<file path="config.mk">
export PLATFORM = sky130hd
export DESIGN_NAME = imem_loader_flat
export DESIGN_NICKNAME = d
export VERILOG_FILES = /design/src/rtl/loader_pkg.sv /design/src/rtl/imem_loader_if.sv /design/src/rtl/word_assembler.sv /design/src/rtl/imem_loader.sv /design/src/flat_wrapper.sv
export SDC_FILE = /design/constraint.sdc
export NUM_CORES = 1
export LEC_CHECK = 0
export BUFFER_PORTS_ARGS = -buffer_cell sky130_fd_sc_hd__buf_2
export CORE_ASPECT_RATIO = 0.8
export CORE_MARGIN = 1
export CORE_UTILIZATION = 58
export CTS_BUF_LIST = sky130_fd_sc_hd__clkbuf_4 sky130_fd_sc_hd__clkbuf_8
export DETAILED_ROUTE_END_ITERATION = 8
export PLACE_DENSITY = 0.82
export SLEW_MARGIN = 20
export SYNTH_ARGS = -nofsm -noshare
export SYNTH_HDL_FRONTEND = slang
export SYNTH_SLANG_ARGS = --single-unit
</file>
<file path="constraint.sdc">
create_clock -name clk_i -period 2.1 [get_ports clk_i]
set_input_delay 0.105 -clock clk_i [delete_from_list [all_inputs] [get_ports clk_i]]
set_output_delay 0.105 -clock clk_i [all_outputs]
set_load 0.005 [all_outputs]
</file>
<file path="src/rtl/loader_pkg.sv">
// Shared types and constants for the instruction-memory program loader.
package loader_pkg;
  typedef enum logic [2:0] {LEN0, LEN1, DATA, CSUM, DONE, ERR} loader_state_t;

  localparam int HDR_BYTES = 2;
  localparam int CSUM_W    = 8;
endpackage

</file>
<file path="src/rtl/imem_loader_if.sv">
// Byte-stream input, instruction-memory write port and status of the loader.
interface imem_loader_if;
  import loader_pkg::*;

  logic [7:0]    byte_i;
  logic          byte_valid_i;
  logic          byte_ready_o;
  logic          imem_we_o;
  logic [31:0]   imem_addr_o;
  logic [31:0]   imem_data_o;
  logic          start_o;
  logic          busy_o;
  logic          err_o;
  loader_state_t dbg_state;

  // A byte transfers on a rising edge where byte_valid_i and byte_ready_o are
  // both high; the source holds byte_i stable while valid is high and not ready.
  modport master (
    output byte_i, byte_valid_i,
    input  byte_ready_o, imem_we_o, imem_addr_o, imem_data_o,
    input  start_o, busy_o, err_o, dbg_state
  );

  modport slave (
    input  byte_i, byte_valid_i,
    output byte_ready_o, imem_we_o, imem_addr_o, imem_data_o,
    output start_o, busy_o, err_o, dbg_state
  );
endinterface

</file>
<file path="src/rtl/word_assembler.sv">
// Packs accepted bytes into little-endian 32-bit words and keeps the XOR checksum.
module word_assembler
  import loader_pkg::*;
(
    input  logic              clk_i,
    input  logic              rst_i,
    input  logic              en,
    input  logic [7:0]        byte_in,
    output logic [31:0]       word,
    output logic              word_done,
    output logic [CSUM_W-1:0] csum
);

    logic [1:0]  cnt;
    logic [23:0] sreg;

    // The fourth byte completes the word in the same cycle it is accepted.
    assign word      = {byte_in, sreg};
    assign word_done = en && (cnt == 2'd3);

    always_ff @(posedge clk_i) begin
        if (!rst_i) begin
            cnt  <= '0;
            sreg <= '0;
            csum <= '0;
        end else if (en) begin
            cnt  <= cnt + 2'd1;
            sreg <= {byte_in, sreg[23:8]};
            csum <= csum ^ byte_in;
        end
    end

endmodule

</file>
<file path="src/rtl/imem_loader.sv">
// Receives a length-prefixed, checksummed byte image and writes it to
// instruction memory, releasing the CPU with start_o once it verifies.
module imem_loader
  import loader_pkg::*;
#(
    parameter int ADDR_W = 8
) (
    input logic          clk_i,
    input logic          rst_i,
    imem_loader_if.slave bus
);

    localparam int          LEN_W = HDR_BYTES * 8;
    localparam logic [31:0] CAP   = 32'(1) << ADDR_W;

    loader_state_t     state;
    logic [LEN_W-1:0]  len;
    logic [LEN_W-1:0]  len_full;
    logic [ADDR_W:0]   word_idx;
    logic              accept;
    logic              asm_en;
    logic              word_done;
    logic [31:0]       word;
    logic [CSUM_W-1:0] csum;

    assign accept   = bus.byte_valid_i && bus.byte_ready_o;
    assign asm_en   = accept && (state == DATA);
    assign len_full = {bus.byte_i, len[7:0]};

    assign bus.dbg_state = state;

    word_assembler u_asm (
        .clk_i     (clk_i),
        .rst_i     (rst_i),
        .en        (asm_en),
        .byte_in   (bus.byte_i),
        .word      (word),
        .word_done (word_done),
        .csum      (csum)
    );

    always_ff @(posedge clk_i) begin
        if (!rst_i) begin
            state            <= LEN0;
            len              <= '0;
            word_idx         <= '0;
            bus.imem_we_o    <= 1'b0;
            bus.imem_addr_o  <= '0;
            bus.imem_data_o  <= '0;
            bus.byte_ready_o <= 1'b1;
            bus.busy_o       <= 1'b1;
            bus.start_o      <= 1'b0;
            bus.err_o        <= 1'b0;
        end else begin
            bus.imem_we_o <= 1'b0;
            case (state)
                LEN0: if (accept) begin
                    len[7:0] <= bus.byte_i;
                    state    <= LEN1;
                end
                LEN1: if (accept) begin
                    len <= len_full;
                    // A full-capacity image is legal; one word more is rejected before any write.
                    if (32'(len_full) > CAP) begin
                        state            <= ERR;
                        bus.err_o        <= 1'b1;
                        bus.byte_ready_o <= 1'b0;
                        bus.busy_o       <= 1'b0;
                    end else if (len_full == '0) begin
                        state <= CSUM;
                    end else begin
                        state <= DATA;
                    end
                end
                DATA: if (word_done) begin
                    bus.imem_we_o   <= 1'b1;
                    bus.imem_addr_o <= 32'({word_idx, 2'b00});
                    bus.imem_data_o <= word;
                    word_idx        <= word_idx + 1'b1;
                    if ((32'(word_idx) + 32'd1) == 32'(len)) state <= CSUM;
                end
                CSUM: if (accept) begin
                    bus.byte_ready_o <= 1'b0;
                    bus.busy_o       <= 1'b0;
                    if (bus.byte_i == csum) begin
                        state       <= DONE;
                        bus.start_o <= 1'b1;
                    end else begin
                        state     <= ERR;
                        bus.err_o <= 1'b1;
                    end
                end
                default: ;
            endcase
        end
    end

endmodule
</file>
<file path="src/flat_wrapper.sv">
// flat-port wrapper written by rule: the top's interface ports become plain ports
module imem_loader_flat import loader_pkg::*;
#(
    parameter int ADDR_W = 8
)
  (clk_i, rst_i, bus_byte_i, bus_byte_valid_i, bus_byte_ready_o, bus_imem_we_o, bus_imem_addr_o, bus_imem_data_o, bus_start_o, bus_busy_o, bus_err_o, bus_dbg_state);
  imem_loader_if bus_i ();
  input logic clk_i;
  input logic rst_i;
  input wire logic [$bits(bus_i.byte_i)-1:0] bus_byte_i;
  input wire logic [$bits(bus_i.byte_valid_i)-1:0] bus_byte_valid_i;
  output wire logic [$bits(bus_i.byte_ready_o)-1:0] bus_byte_ready_o;
  output wire logic [$bits(bus_i.imem_we_o)-1:0] bus_imem_we_o;
  output wire logic [$bits(bus_i.imem_addr_o)-1:0] bus_imem_addr_o;
  output wire logic [$bits(bus_i.imem_data_o)-1:0] bus_imem_data_o;
  output wire logic [$bits(bus_i.start_o)-1:0] bus_start_o;
  output wire logic [$bits(bus_i.busy_o)-1:0] bus_busy_o;
  output wire logic [$bits(bus_i.err_o)-1:0] bus_err_o;
  output wire logic [$bits(bus_i.dbg_state)-1:0] bus_dbg_state;
  assign bus_i.byte_i = bus_byte_i;
  assign bus_i.byte_valid_i = bus_byte_valid_i;
  assign bus_byte_ready_o = bus_i.byte_ready_o;
  assign bus_imem_we_o = bus_i.imem_we_o;
  assign bus_imem_addr_o = bus_i.imem_addr_o;
  assign bus_imem_data_o = bus_i.imem_data_o;
  assign bus_start_o = bus_i.start_o;
  assign bus_busy_o = bus_i.busy_o;
  assign bus_err_o = bus_i.err_o;
  assign bus_dbg_state = bus_i.dbg_state;
  imem_loader #(.ADDR_W(ADDR_W)) u_core (.clk_i(clk_i), .rst_i(rst_i), .bus(bus_i));
endmodule
</file>
==> impl_metrics.yaml, run 1 <==
sta:
  setup-violations-final: 0
  setup_tns_ps: 0
  rsz0062_at_grt: "no"
  final-max-slew-violation-count: 0
  worst_pin_slew_ps: 559
  slew_headroom_pct: 62.4
  worst_clock_skew_ps: 9.88
  period_needed_ps: 1940
  finalHoldViolCount: 0
  post-route-period-util_pct: 92.5
  timing.fmax_mhz: 515
clock_network:
  cts_tree: "built"
  htreeDepth: 3
  cts_buffers: 9
  clockBufferDepth: 2
  clock_latency_ps: 370
  post-cts-setup-buffers: 0
  clkSinkCount: 107
  clkSlewWorstSetupHoldPaths_ps: 110
  cts_hold_buffers: 0
  cts-resized-gates: 0
  ctsRootBufferMaster: "clkbuf_8"
synthesis:
  synth_area_sq_um: 4730
  postSynthAreaPerCell_sq_um: 8.78
  yosys_register_bits: 107
  synthCells: 539
  synth-main-ff-cell: "dfxtp_1"
  synth-edff-count: 0
  ys_async_sr_fraction_pct: 0
  yosysSeqAreaShare_pct: 45.3
  yosys_warnings: 0
  ys_types: 49
routing:
  drc: 0
  wl_per_cell_microns: 14.6
  first_iter_violations: 209
  vias: 3768
  postRouteAntennaNets: 0
  dr.pass1.iters: 5
  routed_wl_microns: 10200
  via_per_inst: 5.37
grt:
  grt_pass1_wl_microns: 16900
  gr-total-overflow: 0
  antenna_found_initial: 0
  grt_pass1_vias: 3405
  grt_max_degree: 33
  grt_util_all_layers_pct: 25.6
setup_path:
  rr_endpoint: "u_core.bus.dbg_state[0]$_SDFFE_PN0P_"
  r2r_cells: 5
  crit_type: "flip-flop to flip-flop"
  cp.arrival_ps: 2190
  crit_end: "u_core.bus.dbg_state[0]$_SDFFE_PN0P_"
  worstPathRequired_ps: 2340
  cp-startpoint: "u_core.u_asm.csum[6]$_SDFFE_PN0P_"
  cp-end-kind: "flip-flop"
  r2r_slack_ps: 160
  r2r-start: "u_core.u_asm.csum[6]$_SDFFE_PN0P_"
  worstPathMaxFanout: 3
  critPathLaunchType: "flip-flop"
floorplan:
  start_util_pct: 59.8
  core.rowCount: 29
  coreArea_sq_um: 7910
  dieArea_sq_um: 8530
  die_x_microns: 103
  fp.dieH_microns: 82.8
  io_pins: 83
layout:
  fin_cells: 702
  layout_common_cells: "nand2_1, dfxtp_1, buf_2, a21boi_1, conb_1"
  fill_cells: 683
  fin_util_pct: 66.3
  antenna_cells: 0
  nets: 602
  seqCellArea_sq_um: 2140
  final_common_cell: "nand2_1"
  layout-drive-gt1-share_pct: 16.2
  multi_input_area_sq_um: 2330
  syn_to_final_growth_pct: 10.7
pwr:
  ir_drop_v: 0.000427
  p_per_area_nw_per_um2: 686
  p_leak_nw: 2.12
  finalPower_mw: 3.60
flow_run:
  max-cap-violations: 0
min_path:
  hp-class: "primary input to flip-flop"
place:
  dp_hpwl_microns: 7140
  placedCellCount: 686
  routabilityCongestion: 0.908
  io_buffers: 59
run_status:
  status: "completed"
[cell usage after synthesis (all sizes together), types with 2 or more instances]
cell type / count / area, sq um
nand2: 142 / 533
dfxtp: 107 / 2140
a21boi: 70 / 526
buf: 41 / 268
xnor2: 19 / 166
nor2b: 18 / 113
and2: 17 / 106
clkbuf: 17 / 63.8
mux2i: 16 / 160
xor2: 13 / 114
nand4: 8 / 50.1
nor3: 7 / 51.3
o21ai: 7 / 35.0
nor2: 6 / 22.5
or3: 5 / 31.3
nand3: 4 / 20.0
nor3b: 4 / 46.3
nor4: 4 / 31.3
a31oi: 3 / 18.8
nand3b: 3 / 22.5
or4: 3 / 22.5
a211oi: 2 / 15.0
a21oi: 2 / 10.0
and4: 2 / 17.5
ha: 2 / 25.0
inv: 2 / 7.51
or2: 2 / 12.5
[sequential cells by signal, indices dropped and copies added (netlist names)]
register / flops
u_core.bus.busy_o: 1
u_core.bus.dbg_state: 3
u_core.bus.err_o: 1
u_core.bus.imem_addr_o: 9
u_core.bus.imem_data_o: 32
u_core.bus.imem_we_o: 1
u_core.bus.start_o: 1
u_core.len: 16
u_core.u_asm.cnt: 2
u_core.u_asm.csum: 8
u_core.u_asm.sreg: 24
u_core.word_idx: 9
[report_power, final]
part           switching [mW]  leakage, nW  internal, mW
clock                   0.742       0.0969         0.489
sequential             0.0368        0.864          2.06
combinational           0.148         1.16         0.122
[routing by layer]
metal	track usage [%]	vias to the layer above	share of wire, %
li1	-	1843	-
met1	35.4	1767	44
met2	39.3	144	46
met3	6.82	14	8.2
met4	6.91	0	1.6
met5	0	-	0
[worst max-delay path: stages, from the launching register on]
cell,delay (ps)
dfxtp_1,350
xor2_1,180
nor4_1,550
nand4_1,260
a211oi_1,350
o32ai_1,140
[how the worst min path moves through the flow]
stage	startpoint	endpoint	slack, ps	cells past startpoint
final	bus_byte_i[1]	u_core.bus.imem_data_o[25]$_SDFFE_PN0P_	30	3
after global routing	bus_byte_i[3]	u_core.bus.imem_data_o[27]$_SDFFE_PN0P_	30	3
after CTS	bus_byte_i[1]	u_core.bus.imem_data_o[25]$_SDFFE_PN0P_	20	3
after global placement	bus_byte_i[1]	u_core.bus.imem_data_o[25]$_SDFFE_PN0P_	420	3
after floorplan	bus_byte_i[0]	u_core.bus.imem_data_o[24]$_SDFFE_PN0P_	240	2
after detailed placement	bus_byte_i[1]	u_core.bus.imem_data_o[25]$_SDFFE_PN0P_	420	3
[cells by family (layout without fill, tap and decap cells)]
kind of cell	after synthesis	count (layout)	share of synthesized area (%)
flip-flops	107	107	45.3
XOR/XNOR	32	32	5.92
buffers and inverters	60	93	7.16
AND/OR/NAND/NOR	229	229	23.4
AO/OA/AOI/OAI	92	92	14.2
other	1	23	0.0792
multiplexers	16	16	3.38
adder cells (fa/ha/maj)	2	2	0.529
[through the flow]
step	setup slack [ps]	instance area (sq um)	hold slack, ps
2_1_floorplan	454	4820	240
3_5_place_dp	267	5050	424
5_1_grt	64.4	5240	26.0
6_report	157	5240	25.9
4_1_cts	201	5240	18.6
3_3_place_gp	352	5050	420
[final cells by class]
| class | instances | share of cell area [%] |
|---|---|---|
| Clock buffer | 10 | 2.63 |
| Clock inverter | 6 | 1.07 |
| Inverter | 2 | 0.143 |
| Multi-Input combinational cell | 394 | 44.5 |
| Sequential cell | 107 | 40.9 |
| Tap cell | 108 | 2.58 |
| Timing Repair Buffer | 75 | 8.16 |
Note: power is estimated with default switching activity, not from simulation.
==> run 2: changes to the inputs <==
--- a/config.mk
+++ b/config.mk
@@ -11,7 +11,7 @@
 export CORE_UTILIZATION = 58
 export CTS_BUF_LIST = sky130_fd_sc_hd__clkbuf_4 sky130_fd_sc_hd__clkbuf_8
 export DETAILED_ROUTE_END_ITERATION = 8
-export PLACE_DENSITY = 0.82
+export PLACE_DENSITY = 0.81
 export SLEW_MARGIN = 20
 export SYNTH_ARGS = -nofsm -noshare
 export SYNTH_HDL_FRONTEND = slang
==> impl_metrics.yaml, run 2 (synthesized netlist as in run 1, its figures left out) <==
run_status:
  status: "completed"
clock_network:
  htreeDepth: 3
  clock_latency_ps: 370
  clkSlewWorstSetupHoldPaths_ps: 110
  clkSinkCount: 107
  ctsRootBufferMaster: "clkbuf_8"
  cts-resized-gates: 0
  cts_buffers: 9
  post-cts-setup-buffers: 0
  clockBufferDepth: 2
  cts_hold_buffers: 0
  cts_tree: "built"
layout:
  final_common_cell: "nand2_1"
  layout-drive-gt1-share_pct: 15.7
  largest_registers: "u_core.bus.imem_data_o: 32 flops, u_core.u_asm.sreg: 24 flops, u_core.len: 16 flops"
  fin_util_pct: 65.7
  layout_common_cells: "nand2_1, dfxtp_1, buf_2, a21boi_1, conb_1"
  nets: 599
  regMostFlops: "u_core.bus.imem_data_o"
  syn_to_final_growth_pct: 9.83
  antenna_cells: 0
  largest_reg_flops: 32
floorplan:
  fp.dieH_microns: 82.8
  dieArea_sq_um: 8530
  coreArea_sq_um: 7910
  start_util_pct: 59.8
  die_x_microns: 103
  io_pins: 83
  core.rowCount: 29
grt:
  gr-total-overflow: 0
  grt_util_all_layers_pct: 24.1
  grt_pass1_wl_microns: 16000
  grt_pass1_vias: 3255
  antenna_found_initial: 0
  grt_max_degree: 31
setup_path:
  critPathBufInv: 2
  r2r_slack_ps: 180
  crit_end: "u_core.word_idx[1]$_SDFFE_PN0P_"
  cp.depth: 6
  cp.arrival_ps: 2220
  critPathLaunchType: "flip-flop"
  crit_type: "flip-flop to flip-flop"
  path_cells: "nor3b_2 -> nand4_1 -> buf_4 -> buf_4 -> nand2_1 -> a21boi_0"
  worstPathMaxFanout: 27
  r2r-start: "u_core.bus.dbg_state[0]$_SDFFE_PN0P_"
  r2r_cells: 6
  slowest_delay_ps: 610
  slowest_stage: "dfxtp_1"
  critPathMostFrequentCell: "buf_4"
  rr_endpoint: "u_core.word_idx[1]$_SDFFE_PN0P_"
  cp-end-kind: "flip-flop"
  cp-startpoint: "u_core.bus.dbg_state[0]$_SDFFE_PN0P_"
  worstPathRequired_ps: 2400
  critPathTopFamily: "buffers and inverters"
sta:
  period_needed_ps: 1920
  worst_clock_skew_ps: 11.1
  setup_tns_ps: 0
  timing.fmax_mhz: 521
  post-route-period-util_pct: 91.5
  slew_headroom_pct: 65.2
  rsz0062_at_grt: "no"
  setup-violations-final: 0
  worst_pin_slew_ps: 520
  finalHoldViolCount: 0
  final-max-slew-violation-count: 0
routing:
  vias: 3665
  drc: 0
  first_iter_violations: 205
  postRouteAntennaNets: 0
  via_per_inst: 5.24
  dr.pass1.iters: 5
  wl_per_cell_microns: 13.8
  routed_wl_microns: 9640
pwr:
  swShare_pct: 25.4
  p_int_mw: 2.65
  combPwrFrac_pct: 7.1
  power.net_switching_mw: 0.903
  p_per_area_nw_per_um2: 683
  clockPowerShare_pct: 33.8
  ir_drop_v: 0.000412
  p_leak_nw: 2.10
  p_seq_share_pct: 59.1
place:
  dp_hpwl_microns: 6900
  io_buffers: 59
  routabilityCongestion: 0.929
min_path:
  hp-class: "primary input to flip-flop"
flow_run:
  max-cap-violations: 0
==> run 2: through the flow <==
step | hold WS [ps] | area, sq um | worst slack [ps] | total power [mW] | std cells
floorplan | 240 | 4820 | 454 | 2.35 | 561
global placement | 411 | 5010 | 264 | 2.39 | 683
detailed placement | 414 | 5010 | 191 | 2.40 | 683
CTS | 9.82 | 5200 | 163 | 3.58 | 699
global route | 29.7 | 5200 | 19.6 | 3.70 | 699
finish | 25.5 | 5200 | 179 | 3.55 | 699
==> run 2: worst min path at each step <==
stage	depth (start not counted)	to	slack, ps	startpoint
2_1_floorplan	2	u_core.bus.imem_data_o[24]$_SDFFE_PN0P_	240	bus_byte_i[0]
3_3_place_gp	3	u_core.bus.imem_data_o[29]$_SDFFE_PN0P_	410	bus_byte_i[5]
3_5_place_dp	3	u_core.bus.imem_data_o[29]$_SDFFE_PN0P_	410	bus_byte_i[5]
4_1_cts	3	u_core.bus.imem_data_o[29]$_SDFFE_PN0P_	10	bus_byte_i[5]
5_1_grt	3	u_core.bus.imem_data_o[29]$_SDFFE_PN0P_	30	bus_byte_i[5]
6_report	3	u_core.bus.imem_data_o[29]$_SDFFE_PN0P_	30	bus_byte_i[5]
==> run 2: worst register-to-register path, cell delays in order, from the launching register on <==
cell and delay [ps]:
dfxtp_1 610, nor3b_2 120, nand4_1 210, buf_4 290, buf_4 340, nand2_1 90, a21boi_0 190
==> run 2: power groups by stage <==
stage / combinational [mW] / clock, mW / sequential (mW)
after CTS: 0.250 / 1.23 / 2.10
after global routing: 0.280 / 1.31 / 2.11
final: 0.251 / 1.20 / 2.10
after floorplan: 0.227 / 0 / 2.13
after global placement: 0.244 / 0 / 2.14
after detailed placement: 0.250 / 0 / 2.15
==> run 2: layout make-up <==
class / instances / area, sq um
Clock buffer: 10 / 138
Tap cell: 108 / 135
Multi-Input combinational cell: 394 / 2330
Fill cell: 676 / 2710
Timing Repair Buffer: 72 / 393
Inverter: 2 / 7.51
Sequential cell: 107 / 2140
Clock inverter: 6 / 48.8
==> run 2: metal layers <==
| metal | track usage (%) | vias to the layer above | routed length, microns |
|---|---|---|---|
| met1 | 35.2 | 1689 | 4540 |
| met5 | 0 | - | 0 |
| met2 | 35.4 | 129 | 4440 |
| li1 | - | 1839 | - |
| met3 | 4.97 | 8 | 601 |
| met4 | 7.55 | 0 | 57 |
==> run 3: changes to the inputs <==
--- a/config.mk
+++ b/config.mk
@@ -11,6 +11,7 @@
 export CORE_UTILIZATION = 58
 export CTS_BUF_LIST = sky130_fd_sc_hd__clkbuf_4 sky130_fd_sc_hd__clkbuf_8
 export DETAILED_ROUTE_END_ITERATION = 8
+export MAX_ROUTING_LAYER = met4
 export PLACE_DENSITY = 0.81
 export SLEW_MARGIN = 20
 export SYNTH_ARGS = -nofsm -noshare
==> impl_metrics.yaml, run 3 (synthesized netlist as in run 1, its figures left out) <==
run_status:
  status: "completed"
floorplan:
  core.rowCount: 29
  io_pins: 83
  fp.dieH_microns: 82.8
  coreArea_sq_um: 7910
  start_util_pct: 59.8
  die_x_microns: 103
  dieArea_sq_um: 8530
routing:
  routed_wl_microns: 9960
  via_per_inst: 5.29
  wl_per_cell_microns: 14.2
  drc: 0
  vias: 3711
  dr.pass1.iters: 4
  first_iter_violations: 194
  postRouteAntennaNets: 0
sta:
  timing.fmax_mhz: 536
  finalHoldViolCount: 0
  worst_pin_slew_ps: 559
  whs_ps: 45.0
  post-route-period-util_pct: 88.8
  slew_headroom_pct: 62.7
  period_needed_ps: 1860
  final-max-slew-violation-count: 0
  setup_ws_ps: 235
  rsz0062_at_grt: "no"
  setup-violations-final: 0
  worst_clock_skew_ps: 8.77
  setup_tns_ps: 0
setup_path:
  critPathLaunchType: "flip-flop"
  r2r-start: "u_core.word_idx[2]$_SDFFE_PN0P_"
  r2r_slack_ps: 240
  path_cells: "nand3_1 -> or3_1 -> o31ai_1 -> a211oi_1 -> o32ai_1"
  r2r_cells: 5
  cp-end-kind: "flip-flop"
  critPathBufInv: 0
  cp.arrival_ps: 2140
  rr_endpoint: "u_core.bus.dbg_state[0]$_SDFFE_PN0P_"
  slowest_delay_ps: 490
  slowest_stage: "dfxtp_1"
  crit_type: "flip-flop to flip-flop"
  worstPathRequired_ps: 2380
  worstPathMaxFanout: 12
  critPathTopFamily: "simple AND/OR/NAND/NOR gates"
clock_network:
  clkSlewWorstSetupHoldPaths_ps: 110
  ctsRootBufferMaster: "clkbuf_8"
  cts_buffers: 9
  post-cts-setup-buffers: 0
  cts-resized-gates: 0
  clockBufferDepth: 2
  cts_hold_buffers: 0
  cts_tree: "built"
  clock_latency_ps: 370
  clkSinkCount: 107
  htreeDepth: 3
layout:
  regMostFlops: "u_core.bus.imem_data_o"
  largest_registers: "u_core.bus.imem_data_o: 32 flops, u_core.u_asm.sreg: 24 flops, u_core.len: 16 flops"
  nets: 601
  final_common_cell: "nand2_1"
  layout_common_cells: "nand2_1, dfxtp_1, buf_2, a21boi_1, conb_1"
  antenna_cells: 0
  layout-drive-gt1-share_pct: 16.0
  final_area_sq_um: 5250
  syn_to_final_growth_pct: 11.0
  largest_reg_flops: 32
min_path:
  whs_endpoint: "u_core.bus.imem_data_o[29]$_SDFFE_PN0P_"
  min-delay-start: "bus_byte_i[5]"
  holdPathStages: 3
  hp-class: "primary input to flip-flop"
place:
  placed_cell_area_sq_um: 5030
  routabilityCongestion: 0.898
  io_buffers: 59
  dp_hpwl_microns: 7070
  dp_slack_ps: 280
pwr:
  p_int_mw: 2.88
  combPwrFrac_pct: 7.2
  p_per_area_nw_per_um2: 717
  p_leak_nw: 2.13
  swShare_pct: 23.6
  clockPowerShare_pct: 37.3
  ir_drop_v: 0.000416
  power.net_switching_mw: 0.888
  finalPower_mw: 3.77
  p_seq_share_pct: 55.5
flow_run:
  max-cap-violations: 0
grt:
  grt_pass1_vias: 3370
  gr-total-overflow: 0
  grt_util_all_layers_pct: 25.1
  grt_pass1_wl_microns: 16400
  grt_max_degree: 38
  antenna_found_initial: 0
## run 3: cell types whose count changed in the layout (fill, tap and decap cells not counted)
cell / delta
buf_4: +2
bufinv_16: +2
clkbuf_4: +1
clkbuf_8: -1
clkinv_2: -1
clkinv_4: -1
clkinvlp_4: -1
inv_6: +2
inv_8: -1
## run 3: power groups by stage
stage	Combinational, mW	Clock, mW	Sequential, mW
2_1_floorplan	0.227	0	2.13
3_3_place_gp	0.265	0	2.14
3_5_place_dp	0.267	0	2.14
4_1_cts	0.269	1.43	2.09
5_1_grt	0.300	1.50	2.10
6_report	0.270	1.40	2.09
## run 3: worst max-delay path by stage
stage                                              start                              endpoint  slack [ps]  depth (start not counted)
floorplan                u_core.word_idx[0]$_SDFFE_PN0P_  u_core.bus.dbg_state[0]$_SDFFE_PN0P_         450                          6
global placement    u_core.bus.dbg_state[2]$_SDFFE_PN0P_       u_core.word_idx[3]$_SDFFE_PN0P_         370                          6
detailed placement       u_core.word_idx[2]$_SDFFE_PN0P_  u_core.bus.dbg_state[0]$_SDFFE_PN0P_         280                          5
CTS                      u_core.word_idx[2]$_SDFFE_PN0P_  u_core.bus.dbg_state[0]$_SDFFE_PN0P_         280                          5
global route        u_core.bus.dbg_state[2]$_SDFFE_PN0P_       u_core.word_idx[3]$_SDFFE_PN0P_         150                          6
finish                   u_core.word_idx[2]$_SDFFE_PN0P_  u_core.bus.dbg_state[0]$_SDFFE_PN0P_         240                          5
## run 3: per-stage QoR
| stage | std cells | utilization (%) |
|---|---|---|
| 6_report | 701 | 66.4 |
| 5_1_grt | 701 | 66.4 |
| 4_1_cts | 701 | 66.4 |
| 3_5_place_dp | 685 | 63.6 |
| 3_3_place_gp | 685 | 63.6 |
| 2_1_floorplan | 561 | - |
## run 3: layer usage
| metal | GRT usage, % | up-vias | wire, microns |
|---|---|---|---|
| met5 | - | - | 0 |
| met4 | 5.89 | 0 | 93 |
| met3 | 4.29 | 9 | 619 |
| met2 | 38.4 | 126 | 4460 |
| met1 | 34.8 | 1735 | 4780 |
| li1 | - | 1841 | - |
## run 3: worst reg2reg max path, delay by kind of cell (launching register included)
kind / cells / cell delay (ps)
AOI/OAI and AO/OA: 3 / 450
DFF: 1 / 490
and+or+nand+nor: 2 / 840
## run 3: area by class of cell
cell class	count	area (sq um)
fill	695	2660
multi-input combinational	394	2330
sequential	107	2140
timing repair buffer	74	408
tap	108	135
clock buffer	10	131
clock inverter	6	93.8
inverter	2	7.51
